==> src/rtl/iob_uart_host_bridge.sv <==
// IOb native master that configures the testbench UART and then shuttles bytes
// between the host harness byte streams and the UART TX/RX registers by polling.
//
// Handshakes: a stream byte moves on a cycle where valid and ready are both 1.
// The producer holds valid and data steady until that cycle and may not take
// valid back early. The IOb request side follows the same rule for
// iob_avalid_o/iob_ready_i, and a read then completes on iob_rvalid_i.
module iob_uart_host_bridge #(
    parameter int          DATA_W = 32,
    parameter int          ADDR_W = 3,
    parameter logic [15:0] DIV    = 16'd100
) (
    input  logic                clk_i,
    input  logic                rst_n_i,
    output logic                iob_avalid_o,
    output logic [ADDR_W-1:0]   iob_addr_o,
    output logic [DATA_W-1:0]   iob_wdata_o,
    output logic [DATA_W/8-1:0] iob_wstrb_o,
    input  logic [DATA_W-1:0]   iob_rdata_i,
    input  logic                iob_ready_i,
    input  logic                iob_rvalid_i,
    input  logic [7:0]          tx_data_i,
    input  logic                tx_valid_i,
    output logic                tx_ready_o,
    output logic [7:0]          rx_data_o,
    output logic                rx_valid_o,
    input  logic                rx_ready_i,
    output logic                init_done_o
);

    localparam int STRB_W = DATA_W / 8;

    // UART register byte addresses
    localparam logic [ADDR_W-1:0] A_SOFTRESET = ADDR_W'(0);
    localparam logic [ADDR_W-1:0] A_TXREADY   = ADDR_W'(0);
    localparam logic [ADDR_W-1:0] A_RXREADY   = ADDR_W'(1);
    localparam logic [ADDR_W-1:0] A_DIV       = ADDR_W'(2);
    localparam logic [ADDR_W-1:0] A_TXDATA    = ADDR_W'(4);
    localparam logic [ADDR_W-1:0] A_RXDATA    = ADDR_W'(4);
    localparam logic [ADDR_W-1:0] A_TXEN      = ADDR_W'(5);
    localparam logic [ADDR_W-1:0] A_RXEN      = ADDR_W'(6);

    typedef enum logic [3:0] {
        INIT_RST,
        INIT_CLR,
        INIT_DIV,
        INIT_TXEN,
        INIT_RXEN,
        IDLE,
        POLL_RX,
        RD_RX,
        POLL_TX,
        WR_TX
    } state_t;

    state_t state;
    state_t state_next;

    logic              rd_pending;   // read accepted, rvalid not yet seen
    logic              last_rx;      // round-robin: last choice was RX
    logic [7:0]        tx_byte;      // copy of tx_data_i taken on POLL_TX entry

    logic              is_access;
    logic              is_write;
    logic [ADDR_W-1:0] acc_addr;
    logic [15:0]       acc_val;
    logic [1:0]        acc_mask;
    logic [DATA_W-1:0] acc_wdata;
    logic [STRB_W-1:0] acc_wstrb;
    logic              acc_done;
    logic              tx_cand;
    logic              rx_cand;

    // Only bits 0, 8 and 7:0 of read data carry meaning.
    logic unused_rdata;
    assign unused_rdata = ^iob_rdata_i[DATA_W-1:9];

    // Place a value on the byte lanes selected by the low address bits.
    function automatic logic [DATA_W-1:0] lane_data(input logic [ADDR_W-1:0] a,
                                                    input logic [15:0] v);
        return DATA_W'(v) << (8 * (int'(a) % STRB_W));
    endfunction

    function automatic logic [STRB_W-1:0] lane_strb(input logic [ADDR_W-1:0] a,
                                                    input logic [1:0] m);
        return STRB_W'(m) << (int'(a) % STRB_W);
    endfunction

    // Decode the bus access belonging to the current state and detect its completion.
    always_comb begin
        is_access = 1'b1;
        is_write  = 1'b1;
        acc_addr  = '0;
        acc_val   = 16'h0000;
        acc_mask  = 2'b01;
        case (state)
            INIT_RST:  begin acc_addr = A_SOFTRESET; acc_val = 16'h0001; end
            INIT_CLR:  begin acc_addr = A_SOFTRESET; acc_val = 16'h0000; end
            INIT_DIV:  begin acc_addr = A_DIV; acc_val = DIV; acc_mask = 2'b11; end
            INIT_TXEN: begin acc_addr = A_TXEN; acc_val = 16'h0001; end
            INIT_RXEN: begin acc_addr = A_RXEN; acc_val = 16'h0001; end
            POLL_RX:   begin acc_addr = A_RXREADY; is_write = 1'b0; end
            RD_RX:     begin acc_addr = A_RXDATA; is_write = 1'b0; end
            POLL_TX:   begin acc_addr = A_TXREADY; is_write = 1'b0; end
            WR_TX:     begin acc_addr = A_TXDATA; acc_val = {8'h00, tx_byte}; end
            default:   begin is_access = 1'b0; is_write = 1'b0; end
        endcase
        acc_wdata = is_write ? lane_data(acc_addr, acc_val) : '0;
        acc_wstrb = is_write ? lane_strb(acc_addr, acc_mask) : '0;
        // Writes finish at accept; reads at rvalid, which may coincide with accept.
        if (is_write) begin
            acc_done = iob_avalid_o & iob_ready_i;
        end else begin
            acc_done = is_access & iob_rvalid_i & (rd_pending | (iob_avalid_o & iob_ready_i));
        end
    end

    // Next-state selection: init chain, then round-robin polling of RX and TX.
    always_comb begin
        state_next = state;
        // A byte being handed over this cycle is already consumed.
        tx_cand    = tx_valid_i & ~tx_ready_o;
        rx_cand    = ~rx_valid_o;
        case (state)
            INIT_RST:  if (acc_done) state_next = INIT_CLR;
            INIT_CLR:  if (acc_done) state_next = INIT_DIV;
            INIT_DIV:  if (acc_done) state_next = INIT_TXEN;
            INIT_TXEN: if (acc_done) state_next = INIT_RXEN;
            INIT_RXEN: if (acc_done) state_next = IDLE;
            IDLE: begin
                if (rx_cand && (!tx_cand || !last_rx)) state_next = POLL_RX;
                else if (tx_cand)                     state_next = POLL_TX;
            end
            POLL_RX:   if (acc_done) state_next = iob_rdata_i[8] ? RD_RX : IDLE;
            RD_RX:     if (acc_done) state_next = IDLE;
            POLL_TX:   if (acc_done) state_next = iob_rdata_i[0] ? WR_TX : IDLE;
            WR_TX:     if (acc_done) state_next = IDLE;
            default:   state_next = INIT_RST;
        endcase
    end

    // State register.
    always_ff @(posedge clk_i) begin
        if (!rst_n_i) state <= INIT_RST;
        else          state <= state_next;
    end

    // Bus request register: issue one cycle after state entry, hold until accepted.
    always_ff @(posedge clk_i) begin
        if (!rst_n_i) begin
            iob_avalid_o <= 1'b0;
            iob_addr_o   <= '0;
            iob_wdata_o  <= '0;
            iob_wstrb_o  <= '0;
            rd_pending   <= 1'b0;
        end else begin
            if (iob_avalid_o && iob_ready_i) begin
                iob_avalid_o <= 1'b0;
            end else if (is_access && !iob_avalid_o && !rd_pending) begin
                iob_avalid_o <= 1'b1;
                iob_addr_o   <= acc_addr;
                iob_wdata_o  <= acc_wdata;
                iob_wstrb_o  <= acc_wstrb;
            end
            if (acc_done)                                      rd_pending <= 1'b0;
            else if (iob_avalid_o && iob_ready_i && !is_write) rd_pending <= 1'b1;
        end
    end

    // Stream-side registers: TX latch/ack, RX holding register, arbitration and init flag.
    always_ff @(posedge clk_i) begin
        if (!rst_n_i) begin
            tx_byte     <= 8'h00;
            tx_ready_o  <= 1'b0;
            rx_data_o   <= 8'h00;
            rx_valid_o  <= 1'b0;
            last_rx     <= 1'b0;
            init_done_o <= 1'b0;
        end else begin
            tx_ready_o <= (state == WR_TX) && acc_done;
            if (state == IDLE && state_next == POLL_TX) begin
                tx_byte <= tx_data_i;
                last_rx <= 1'b0;
            end else if (state == IDLE && state_next == POLL_RX) begin
                last_rx <= 1'b1;
            end
            if (state == INIT_RXEN && acc_done) init_done_o <= 1'b1;
            // Capture only happens with the register empty, so it never races a take.
            if (state == RD_RX && acc_done) begin
                rx_data_o  <= iob_rdata_i[7:0];
                rx_valid_o <= 1'b1;
            end else if (rx_valid_o && rx_ready_i) begin
                rx_data_o  <= 8'h00;
                rx_valid_o <= 1'b0;
            end
        end
    end

endmodule

==> config.mk <==
export PLATFORM = sky130hd
export DESIGN_NAME = iob_uart_host_bridge
export DESIGN_NICKNAME = d
export VERILOG_FILES = /design/src/rtl/iob_uart_host_bridge.sv
export SDC_FILE = /design/constraint.sdc
export NUM_CORES = 1
export LEC_CHECK = 0
export ABC_AREA = 1
export BUFFER_PORTS_ARGS = -buffer_cell sky130_fd_sc_hd__buf_2
export CAP_MARGIN = 25
export CORE_UTILIZATION = 52
export DETAILED_ROUTE_END_ITERATION = 10
export HOLD_SLACK_MARGIN = 0.05
export PLACE_DENSITY = 0.84
export SETUP_SLACK_MARGIN = 0.15
export SLEW_MARGIN = 20
export SYNTH_ARGS = -nofsm -noshare
export SYNTH_HDL_FRONTEND = slang
export SYNTH_SLANG_ARGS = --single-unit
==> constraint.sdc <==
create_clock -name clk_i -period 4.3 [get_ports clk_i]
set_clock_uncertainty 0.05 [all_clocks]
set_input_delay 0.86 -clock clk_i [delete_from_list [all_inputs] [get_ports clk_i]]
set_output_delay 0.86 -clock clk_i [all_outputs]
set_load 0.02 [all_outputs]
==> impl_metrics.py, run 1 <==
metrics = {
    "clocking": {
        "cts_setup_buffers": 0,
        "cts_buffer_depth": 2,
        "cts.sinks": 65,
        "insertion_delay_ns": 0.34,
        "cts_tree": "built",
        "htreeDepth": 3,
        "clk_pin_slew_ns": 0.07,
        "root_buffer": "clkbuf_8",
        "cts_inserted_buffers": 9,
        "cts_hold_buf": 0,
        "cts_resized": 0,
    },
    "run_status": {
        "status": "finished with violations",
        "violations": "design-rule violations",
    },
    "timing": {
        "setup_viol": 0,
        "max_freq_ghz": 0.542,
        "tns_ns": 0,
        "rsz0062_at_grt": "false",
        "whs_ns": 0.386,
        "fin_crit_ns": 1.85,
        "worst-slew-pin-transition_ns": 0.872,
        "finalCritPeriodShare_pct": 42.9,
        "slew_headroom_pct": 41.8,
        "hold_viol_final": 0,
        "drv_slew": 0,
    },
    "die": {
        "die-height_um": 71.4,
        "core_um2": 4500,
        "die_x_um": 71.4,
        "placementRows": 24,
        "ioPinCount": 97,
        "initial_core_util_pct": 55.6,
        "die-area_um2": 5100,
    },
    "logic_synthesis": {
        "ys.flop_type": "dfxtp_1",
        "async_reset_ff_share_pct": 0,
        "synth_area_per_cell_um2": 7.68,
        "synth_cell_types": 30,
        "synthesis.area_um2": 2500,
        "synthesis.nets": 372,
        "syn_inst": 326,
        "ys_ff_latch": 65,
        "synth_top_cell_area_share_pct": 51.9,
        "ys_seq_area_share_pct": 51.9,
        "synth.largest_area_cell": "dfxtp_1",
        "synthTopCellsByArea": "dfxtp_1 52%, nand2_1 11%, nor2_1 6.7%",
        "yosys_warnings": 0,
        "synth-edff-count": 0,
    },
    "worst_setup_path": {
        "reg2reg_to": "iob_wstrb_o[2]",
        "critical_path_depth": 1,
        "cp_top_family": "flip-flops",
        "endpoint_kind": "output port",
        "cp-start-kind": "register",
        "path_class": "register to output port",
        "path_cells": "buf_2",
        "crit_arrival_ns": 0.94,
        "crit_required_ns": 3.39,
        "rrSetupSlack_ns": 2.55,
        "cp_slowest_cell": "dfxtp_1",
        "cp-endpoint": "rx_valid_o",
        "startpoint": "rx_valid_o",
        "cp_slowest_stage_delay_ns": 0.40,
        "r2r_cells": 7,
        "worstReg2RegStart": "state[1]",
        "cp_max_fo": 5,
        "path_buf_inv": 1,
    },
    "global_route": {
        "grt_overflow": 0,
        "first_global_vias": 2106,
        "grt_max_degree": 54,
        "grt_pass1_wl_um": 9130,
        "grt_antenna_before_repair": 0,
        "grt_usage_pct": 23.0,
    },
    "job": {
        "drv_cap": 0,
    },
    "placement": {
        "io_buffer_count": 73,
        "place_congestion": 0.869,
        "dpl.hpwl_um": 3710,
    },
    "pwr": {
        "power_frac_seq_pct": 49.3,
        "finalPower_uw": 1240,
        "p_switching_uw": 274,
        "p_int_uw": 969,
        "pwr-share-comb_pct": 5.9,
        "clkPwrFrac_pct": 44.8,
        "p_leak_uw": 0.00146,
        "power_density_nw_per_um2": 403,
        "ir_drop_mv": 0.302,
        "switching_share_pct": 22.0,
    },
    "drt": {
        "wl_per_cell_um": 12.1,
        "vias": 2264,
        "finalWirelength_um": 5500,
        "ant_nets": 0,
        "vias_per_cell": 4.98,
        "first_iter_violations": 143,
        "drc": 5,
        "detail_route.first_pass.iterations": 8,
    },
    "worst_hold_path": {
        "hold_class": "register to register",
    },
    "layout": {
        "drive_gt1_share_pct": 26.6,
        "area_delta_synth_final_pct": 23.2,
        "finish.utilization_pct": 68.5,
        "nets": 445,
        "antenna_cells": 0,
    },
}
==> cell usage in the layout, fill, tap and decap left out, types with 2 or more instances in the layout <==
cell type	instances
nand2_1	73
buf_2	73
dfxtp_1	65
nor2_1	45
a21oi_1	31
nand3_1	26
inv_1	24
o21ai_0	12
clkbuf_8	10
inv_2	6
nand2_2	6
nor3_1	5
a31oi_1	3
o21ai_1	2
nor2_2	2
nand2_4	2
o211ai_1	2
bufinv_16	2
clkbuf_1	2
==> cells by family after synthesis <==
kind of cell | Yosys count | share of synthesized area (%)
and+or+nand+nor | 163 | 28.8
AOI/OAI and AO/OA | 55 | 11.9
buffers and inverters | 43 | 7.39
DFF | 65 | 51.9
==> power by group through the flow <==
stage               clock network, uW  logic, uW  registers (uW)
detailed placement                  0       73.3             627
finish                            557       73.4             613
global placement                    0       72.8             627
global route                      584       81.2             614
floorplan                           0       47.4             633
CTS                               565       73.8             613
==> flip-flops by register name (all words and copies together) (netlist names) <==
name and cells:
rd_pending 1, iob_wstrb_o 4, iob_wdata_o 32, tx_ready_o 1, state 4, rx_data_o 8
iob_avalid_o 1, last_rx 1, tx_byte 8, iob_addr_o 3, init_done_o 1, rx_valid_o 1
==> cell usage after synthesis (5+ instances only) <==
cell type  number
nand2_1        73
dfxtp_1        65
nor2_1         45
a21oi_1        31
nand3_1        26
inv_1          24
o21ai_0        12
clkbuf_1        6
inv_2           6
nand2_2         6
nor3_1          5
==> through the flow <==
step           instance area (um^2)  setup slack, ns  std cells
2_1_floorplan                  2500             2.56        326
3_3_place_gp                   2880             2.26        440
3_5_place_dp                   2880             2.24        440
4_1_cts                        3090             2.44        455
5_1_grt                        3090             2.32        455
6_report                       3090             2.45        455
==> routing by layer <==
layer  global-route usage, %  up-vias  wire length [um]
met3                    6.61        5               280
met5                       0        -                 0
met1                    26.3     1012              2430
met4                    9.33        0                40
met2                    40.4       57              2750
li1                        -     1190                 -
==> area by class of cell <==
| cell class | count | area [um^2] |
|---|---|---|
| fillers | 407 | 1420 |
| flip-flops and latches | 65 | 1300 |
| multi-input cells | 218 | 1020 |
| repair buffers | 74 | 373 |
| clock buffers | 12 | 145 |
| inverters | 31 | 119 |
| clock inverters | 3 | 65.1 |
| well taps | 52 | 65.1 |
==> worst min path at each step <==
stage	startpoint	to	slack (ns)	cells past startpoint
4_1_cts	iob_wdata_o[9]	iob_wdata_o[9]	0.39	2
2_1_floorplan	last_rx	last_rx	0.39	2
3_3_place_gp	iob_wdata_o[17]	iob_wdata_o[17]	0.37	2
6_report	iob_wdata_o[28]	iob_wdata_o[28]	0.39	2
3_5_place_dp	iob_wdata_o[17]	iob_wdata_o[17]	0.38	2
5_1_grt	iob_wdata_o[19]	iob_wdata_o[19]	0.40	2
No activity file was read; power rests on OpenSTA's default activity.
==> inputs of run 2 (changes only) <==
--- a/config.mk
+++ b/config.mk
@@ -8,10 +8,10 @@
 export ABC_AREA = 1
 export BUFFER_PORTS_ARGS = -buffer_cell sky130_fd_sc_hd__buf_2
 export CAP_MARGIN = 25
-export CORE_UTILIZATION = 52
+export CORE_UTILIZATION = 48
 export DETAILED_ROUTE_END_ITERATION = 10
 export HOLD_SLACK_MARGIN = 0.05
-export PLACE_DENSITY = 0.84
+export PLACE_DENSITY = 0.79
 export SETUP_SLACK_MARGIN = 0.15
 export SLEW_MARGIN = 20
 export SYNTH_ARGS = -nofsm -noshare
==> constraint.sdc (replaced) <==
create_clock -name clk_i -period 1.8 [get_ports clk_i]
set_clock_uncertainty 0.05 [all_clocks]
set_input_delay 0.36 -clock clk_i [delete_from_list [all_inputs] [get_ports clk_i]]
set_output_delay 0.36 -clock clk_i [all_outputs]
set_load 0.02 [all_outputs]
==> impl_metrics.py, run 2 (synthesized netlist as in run 1, its figures left out) <==
metrics = {
    "layout": {
        "nets": 451,
        "drive_gt1_share_pct": 29.8,
        "area_delta_synth_final_pct": 26.8,
        "top_register": "iob_wdata_o",
        "top_regs": "iob_wdata_o: 32 flops, rx_data_o: 8 flops, tx_byte: 8 flops",
        "antenna_cells": 0,
        "finalInstanceArea_um2": 3180,
        "largest_register_ffs": 32,
        "final_cell_mix": "73 x buf_2, 72 x nand2_1, 61 x dfxtp_1",
        "instances_no_fill": 477,
        "final_common_cell": "buf_2",
    },
    "worst_setup_path": {
        "cp_max_fo": 11,
        "cp_common_cell": "nand2_2",
        "path_cells": "inv_2, nand2_2, nand2_2, nand2_2, nand2_2, nand2_4, nand2_8, nor2_2, nand2_1, nand2_1, nand2_1, nor2_1",
        "cp_slowest_stage_delay_ns": 0.40,
        "cp_top_family": "simple AND/OR/NAND/NOR gates",
        "crit_required_ns": 2.01,
        "crit_arrival_ns": 1.79,
        "cp-start-kind": "register",
        "endpoint_kind": "register",
        "path_buf_inv": 1,
        "cp_slowest_cell": "dfxtp_2",
        "path_class": "register to register",
    },
    "placement": {
        "place_ws_ns": 0.108,
        "place_congestion": 0.854,
        "io_buffer_count": 73,
        "dpl.hpwl_um": 3800,
        "placedCellCount": 459,
        "dpl-instance-area_um2": 2930,
    },
    "timing": {
        "finalCritPeriodShare_pct": 88.1,
        "hold_viol_final": 0,
        "slew_headroom_pct": 77.1,
        "fin_crit_ns": 1.59,
        "rsz0062_at_grt": "true",
        "setup_viol": 0,
        "fin_ws_ns": 0.213,
        "drv_slew": 0,
        "max_freq_ghz": 0.630,
        "worst-slew-pin-transition_ns": 0.340,
        "tns_ns": 0,
    },
    "global_route": {
        "first_global_vias": 2035,
        "grt_pass1_wl_um": 8850,
        "grt_max_degree": 39,
        "grt_overflow": 0,
        "grt_usage_pct": 21.3,
        "grt_antenna_before_repair": 0,
    },
    "clocking": {
        "cts_tree": "built",
        "cts.sinks": 65,
        "cts_buffer_depth": 2,
        "root_buffer": "clkbuf_8",
        "insertion_delay_ns": 0.33,
        "clk_pin_slew_ns": 0.07,
        "htreeDepth": 3,
        "cts_inserted_buffers": 9,
    },
    "run_status": {
        "status": "complete, no violations",
    },
    "drt": {
        "vias_per_cell": 4.90,
        "drc": 0,
        "vias": 2339,
        "first_iter_violations": 123,
        "finalWirelength_um": 5770,
        "ant_nets": 0,
        "wl_per_cell_um": 12.1,
        "detail_route.first_pass.iterations": 5,
    },
    "pwr": {
        "ir_drop_mv": 0.589,
        "power_density_nw_per_um2": 867,
        "p_leak_uw": 0.00148,
        "finalPower_uw": 2750,
    },
    "die": {
        "initial_core_util_pct": 51.3,
        "die-area_um2": 5510,
        "core_um2": 4880,
        "die-height_um": 74.2,
        "ioPinCount": 97,
        "die_x_um": 74.2,
        "placementRows": 25,
    },
    "job": {
        "drv_cap": 0,
    },
    "worst_hold_path": {
        "hold_class": "input port to register",
    },
}
-- run 2: metal layers --
metal	routed length, um	global-route usage (%)	vias up
li1	-	-	1200
met1	2620	25.5	1070
met5	0	0	-
met4	65	9.85	0
met3	288	6.64	6
met2	2800	35.3	63
-- run 2: through the flow --
| step | hold slack, ns | utilization, % |
|---|---|---|
| after floorplan | 0.392 | - |
| after global placement | 0.373 | 59.9 |
| after detailed placement | 0.376 | 59.9 |
| after CTS | 0.211 | 64.2 |
| after global routing | 0.227 | 65.1 |
| final | 0.225 | 65.1 |
-- run 2: what timing repair did --
action / in CTS / in global routing
cloned: 0 / 1
pin swaps: 0 / 0
setup buffers: 1 / 0
gates resized for setup: 4 / 9
setup endpoints to repair: 12 / 59
hold buffers: 0 / 0
-- run 2: cell type report --
cell class,instances,area [um^2]
Multi-Input combinational cell,219,1050
Tap cell,67,83.8
Sequential cell,65,1310
Timing Repair Buffer,79,430
Fill cell,448,1700
Clock inverter,2,12.5
Clock buffer,14,163
Inverter,31,125
-- run 2: final timing paths --
check	startpoint	to	slack, ns	cells after the start
worst max-delay path	state[0]	state[3]	0.21	12
worst min-delay path	iob_rdata_i[4]	rx_data_o[4]	0.22	3
worst max register to register	state[0]	state[3]	0.21	12
worst min register to register	iob_wdata_o[28]	iob_wdata_o[28]	0.39	2
-- run 2: where the power goes --
part | total, uW | switching [uW] | internal (uW)
clock | 1080 | 504 | 574
combinational | 207 | 135 | 72.4
sequential | 1470 | 12.1 | 1450
-- run 2: worst min-delay path: cells and delay by family --
family                 cells  cell delay [ns]
buffers and inverters      1             0.10
AND/OR/NAND/NOR            1             0.05
AO/OA/AOI/OAI              1             0.05
